File: src/rtl/ghash_accum.sv
// Iterative GHASH accumulator: Y_i = (Y_{i-1} ^ X_i) * H over GF(2^128), using a
// digit-serial shift-and-add multiplier that consumes DIGIT operand bits per clock.
module ghash_accum #(
    parameter int DIGIT = 1
) (
    input  logic         clk,
    input  logic         rst,
    input  logic [127:0] h_in,
    input  logic         h_load,
    input  logic [127:0] blk_in,
    input  logic         blk_valid,
    input  logic         blk_last,
    output logic         blk_ready,
    output logic [127:0] tag_out,
    output logic         tag_valid,
    input  logic         tag_ready,
    output logic         busy
);
    localparam int N  = 128 / DIGIT;
    localparam int CW = $clog2(N);
    localparam logic [127:0] R_POLY = 128'hE1000000000000000000000000000000;

    typedef enum logic [1:0] {IDLE, MUL, OUT} state_t;

    state_t         state_reg;
    logic [127:0]   h_reg;
    logic [127:0]   y_reg;
    logic [127:0]   a_reg;
    logic [127:0]   v_reg;
    logic [127:0]   z_reg;
    logic [127:0]   tag_reg;
    logic [CW-1:0]  cnt_reg;
    logic           last_q;
    logic           tag_valid_reg;
    logic           busy_reg;
    logic [127:0]   z_next;
    logic [127:0]   v_next;

    // One digit step: bit 127 of A is the x^0 coefficient, so A is consumed MSB-first
    // while V is repeatedly multiplied by x (right shift in GCM bit order).
    always_comb begin
        z_next = z_reg;
        v_next = v_reg;
        for (int i = 0; i < DIGIT; i++) begin
            if (a_reg[127-i]) begin
                z_next = z_next ^ v_next;
            end
            v_next = v_next[0] ? ((v_next >> 1) ^ R_POLY) : (v_next >> 1);
        end
    end

    assign blk_ready = (state_reg == IDLE) && !h_load;
    assign tag_out   = tag_reg;
    assign tag_valid = tag_valid_reg;
    assign busy      = busy_reg;

    always_ff @(posedge clk) begin
        if (rst) begin
            state_reg     <= IDLE;
            h_reg         <= '0;
            y_reg         <= '0;
            a_reg         <= '0;
            v_reg         <= '0;
            z_reg         <= '0;
            tag_reg       <= '0;
            cnt_reg       <= '0;
            last_q        <= 1'b0;
            tag_valid_reg <= 1'b0;
            busy_reg      <= 1'b0;
        end else begin
            case (state_reg)
                IDLE: begin
                    if (h_load) begin
                        h_reg <= h_in;
                        y_reg <= '0;
                    end else if (blk_valid) begin
                        a_reg     <= y_reg ^ blk_in;
                        v_reg     <= h_reg;
                        z_reg     <= '0;
                        cnt_reg   <= '0;
                        last_q    <= blk_last;
                        busy_reg  <= 1'b1;
                        state_reg <= MUL;
                    end
                end
                MUL: begin
                    a_reg   <= a_reg << DIGIT;
                    z_reg   <= z_next;
                    v_reg   <= v_next;
                    cnt_reg <= cnt_reg + 1'b1;
                    if (cnt_reg == CW'(N - 1)) begin
                        y_reg    <= z_next;
                        busy_reg <= 1'b0;
                        if (last_q) begin
                            tag_reg       <= z_next;
                            tag_valid_reg <= 1'b1;
                            state_reg     <= OUT;
                        end else begin
                            state_reg <= IDLE;
                        end
                    end
                end
                OUT: begin
                    // H survives the handshake so back-to-back messages need no reload.
                    if (tag_ready) begin
                        tag_valid_reg <= 1'b0;
                        y_reg         <= '0;
                        state_reg     <= IDLE;
                    end
                end
                default: state_reg <= IDLE;
            endcase
        end
    end
endmodule

File: config.mk
export PLATFORM = sky130hd
export DESIGN_NAME = ghash_accum
export DESIGN_NICKNAME = d
export VERILOG_FILES = /design/src/rtl/ghash_accum.sv
export SDC_FILE = /design/constraint.sdc
export NUM_CORES = 2
export LEC_CHECK = 0
export CORE_MARGIN = 5
export CORE_UTILIZATION = 59
export DETAILED_ROUTE_END_ITERATION = 7
export GPL_TIMING_DRIVEN = 0
export PLACE_DENSITY_LB_ADDON = 0.15
export SYNTH_ARGS = -nofsm -noshare
export SYNTH_HDL_FRONTEND = slang
export SYNTH_SLANG_ARGS = --single-unit
File: constraint.sdc
create_clock -name clk -period 4.4 [get_ports clk]
set_input_delay 1.1 -clock clk [delete_from_list [all_inputs] [get_ports clk]]
set_output_delay 1.1 -clock clk [all_outputs]
set_load 0.05 [all_outputs]
# == Word-level counts from Yosys, hierarchy flattened ==
# Index checks and enable logic that the tools add are counted.
# totals
regBits,780
in_bits,262
out_inout_bits,131
word_cells,71
# classes
n_addsub,1
eq_ne,9
mux,32
bitwise_logic,4
n_reduce_logical,14
# op_table
operator,count
$mux W128,11
$pmux W128 S2,3
$pmux W128 S3,1
$xor A128 B128 Y128,2
$reduce_and A4 Y1,4
$mux W7,2
$pmux W7 S2,1
$ne A2 B2 Y1 const B,6
$mux W2,5
$reduce_and A3 Y1,3
$add A7 B1 Y7 const B,1
$eq A7 B7 Y1 const B,1
$mux W1,6
$pmux W2 S3,1
$not A3 Y4,1
$pmux W1 S2,2
$reduce_bool A2 Y1,2
$reduce_bool A3 Y1,1
$eq A2 B1 Y1 const B,1
$eq A2 B2 Y1 const B,1
$logic_not A2 Y1,1
$reduce_and A2 Y1,1
$logic_and A1 B1 Y1,1
$logic_not A1 Y1,1
$not A1 Y1,1

# == Depth between registers and ports, before layout ==
# logic_depth
depth_word,4
depth_mapped,8
depth_no_buf,5

# == Worst setup path after synthesis ==
# Ideal clock, no wire load.
# synth_timing
kind,input to output
from,input port h_load
to,output port blk_ready
arrival_ps,1736
setup_slack_ps,1564
stages,1
path_cell_list,nor3_2
# synth_via
elab_chain_cells,2
# synth_rtl
element,line,text
from (decl),9,"input logic h_load,"
$logic_not A1 Y1,52,assign blk_ready = (state_reg == IDLE) && !h_load;
$logic_and A1 B1 Y1,52,
to (decl),13,"output logic blk_ready,"
# Every way passes these cells.

# == Final worst setup path ==
# Ends and elaborated chain as after synthesis.

==> flow_summary.json <==
{
  "ir_drop_v": 0.0003464,
  "syn_inst": 3434,
  "dpl.hpwl_um": 61900,
  "grt_usage_pct": 29.83,
  "synth_edf_count": 0,
  "gp_congestion": 0.8888,
  "end_kind": "output pin",
  "syn_area_mm2": 0.02990,
  "antenna_found_initial": 13,
  "synth_ff_type": "dfxtp_1",
  "relSlewSlack_pct": 4.237,
  "grt_max_degree": 15,
  "required_ps": 3300,
  "cp_data_arrival_time_ps": 2780,
  "synth_top_area_share_pct": 52.22,
  "finalWorstSetupSlack_ps": 516.2,
  "drc": 10,
  "syn_to_final_growth_pct": 24.51,
  "placedCellCount": 4497,
  "area.sequential_mm2": 0.01562,
  "yosysWarningCount": 0,
  "rsz0062_at_grt": "false",
  "dieHeight_um": 235.1,
  "grt_pass1_vias": 25040,
  "wl_per_cell_um": 18.76,
  "cts_hold_buf": 0,
  "numPortBuffers": 391,
  "yosysTopAreaCell": "dfxtp_1",
  "status": "complete, but fails checks",
  "synth-seq-cells": 780,
  "clk_pin_slew_ps": 60,
  "setup.worst_path.start_class": "primary input",
  "dieArea_mm2": 0.05528,
  "place_ws_ps": 559.6,
  "worstMarginPinSlew_ps": 1436,
  "setup_viol": 0,
  "clock_skew_ps": 11.68,
  "syn_avg_cell_area_um2": 8.707,
  "critical_path_class": "primary input to output pin",
  "rows": 82,
  "synth_area_leaders": "dfxtp_1, nand2_1, nor2_1, a21oi_1, a222oi_1",
  "io_pins": 393,
  "async_flop_share_pct": 0,
  "yosys-top-cells-count": "dfxtp_1, nand2_1, nor2_1, a21oi_1, clkbuf_1",
  "postRouteAntennaNets": 0,
  "clockRootBuffer": "clkbuf_16",
  "htree_num_levels": 3,
  "hp-class": "flop to flop",
  "drive_gt1_share_pct": 6.641,
  "clkLatencyLatePin_ps": 610,
  "core_area_mm2": 0.05017,
  "die_w_um": 235.1,
  "grt-ovfl-total": 0,
  "synth-seq-area-share_pct": 52.22,
  "synth_most_common_cell": "dfxtp_1",
  "wl_um": 87030,
  "nFillCells": 3691,
  "yosysUniqueCellTypes": 37,
  "clock-sinks": 780,
  "fmax_mhz": 257.5,
  "vias_per_cell": 5.694,
  "power_density_mw_per_mm2": 417.9,
  "post_cts_buffers": 0,
  "drt-initial-drc-count": 2964,
  "cts_buffers": 77,
  "cts_tree": "built",
  "clk_path_buf_depth": 3,
  "first_pass_iters": 8,
  "final-max-slew-violation-count": 0,
  "timing.final.crit_share_pct": 88.27,
  "synth_nets": 3697,
  "finalNonFillerCells": 4640,
  "start_util_pct": 59.60,
  "vias": 26420,
  "final_hold_viol_count": 0,
  "p_leak_nw": 14.31,
  "period_minus_slack_ps": 3884,
  "violations": "design-rule violations",
  "multi_input_comb_area_mm2": 0.01288,
  "cp_max_fo": 5,
  "fin_nets": 4167,
  "tns_ps": 0,
  "post_cts_resized": 0,
  "drv_cap": 0,
  "grt_pass1_wl_um": 135300
}
-- kinds of logic (layout without fill, tap and decap cells) --
logic type / Yosys count / count (layout) / share of synthesized area [%]
adders and majority gates: 1 / 1 / 0.04184
other: 0 / 8 / 0
xor gates and xnor gates: 259 / 259 / 7.586
and+or+nand+nor: 1435 / 1435 / 19.28
DFF: 780 / 780 / 52.22
muxes: 1 / 1 / 0.03766
AOI/OAI and AO/OA: 668 / 668 / 16.14
buffers and inverters: 290 / 816 / 4.691
-- final cells by class --
| class | instances | area share (%) |
|---|---|---|
| Multi-Input combinational cell | 2364 | 34.61 |
| Antenna cell | 8 | 0.05377 |
| Inverter | 1 | 0.01008 |
| Clock buffer | 120 | 6.375 |
| Timing Repair Buffer | 391 | 10.51 |
| Tap cell | 672 | 2.258 |
| Clock inverter | 15 | 0.4840 |
| Sequential cell | 780 | 41.94 |
| Buffer | 289 | 3.757 |
-- layout by cell type (no fill, tap or decap), types with 2 or more instances in the layout --
master / instances
dfxtp_1: 780
nand2_1: 650
nor2_1: 640
clkdlybuf4s50_1: 391
a21oi_1: 267
clkbuf_1: 155
xor2_1: 131
a22oi_1: 130
xnor2_1: 128
a22o_1: 128
a222oi_1: 127
nor4_1: 125
buf_2: 101
clkbuf_16: 81
buf_4: 30
clkbuf_8: 20
buf_1: 12
buf_6: 10
clkinv_2: 9
diode_2: 8
a211oi_1: 4
bufinv_16: 4
nand2b_1: 3
o21ai_1: 3
o221ai_1: 3
nand3_1: 3
a311oi_1: 3
nor3_2: 2
nand4_1: 2
a21o_1: 2
nor3_1: 2
clkinvlp_4: 2
-- where the power goes --
group / total, mW / switching [mW] / internal, mW
Clock: 6.64 / 2.71 / 3.93
Sequential: 7.49 / 0.172 / 7.32
Combinational: 1.43 / 0.861 / 0.570
Total: 15.6 / 3.74 / 11.8
-- per-stage QoR --
step | instance area (µm²) | hold slack (ps) | power [mW] | util (%)
3_5_place_dp | 34660 | 445.7 | 9.036 | 69.08
4_1_cts | 37210 | 454.0 | 15.58 | 74.17
5_1_grt | 37230 | 467.4 | 16.05 | 74.21
6_report | 37230 | 452.7 | 15.56 | 74.21
2_1_floorplan | 29900 | 431.8 | 8.423 | -
3_3_place_gp | 34660 | 442.4 | 9.010 | 69.08
-- metal layers --
| layer | part of all wire [%] | up-vias | global-route usage [%] |
|---|---|---|---|
| met1 | 44 | 12440 | 40.98 |
| met5 | 0.060 | - | 0 |
| met4 | 3.3 | 8 | 10.18 |
| met3 | 7.6 | 180 | 5.647 |
| li1 | - | 12750 | - |
| met2 | 45 | 1039 | 47.70 |
-- critical path, stage by stage --
cell and delay, ps:
clkdlybuf4s50_1 510, nor3_2 290, clkdlybuf4s50_1 880
-- path summary, 6_finish.rpt --
check	cells past startpoint	slack [ps]	to	startpoint
hold reg to reg	2	450	tag_out[107]$_SDFFE_PP0P_	tag_out[107]$_SDFFE_PP0P_
setup reg to reg	6	2090	z_reg[29]$_SDFFE_PP0P_	a_reg[127]$_SDFFE_PP0P_
hold / removal	2	450	tag_out[107]$_SDFFE_PP0P_	tag_out[107]$_SDFFE_PP0P_
setup / recovery	3	520	blk_ready	h_load
(Power assumes the default switching activity.)
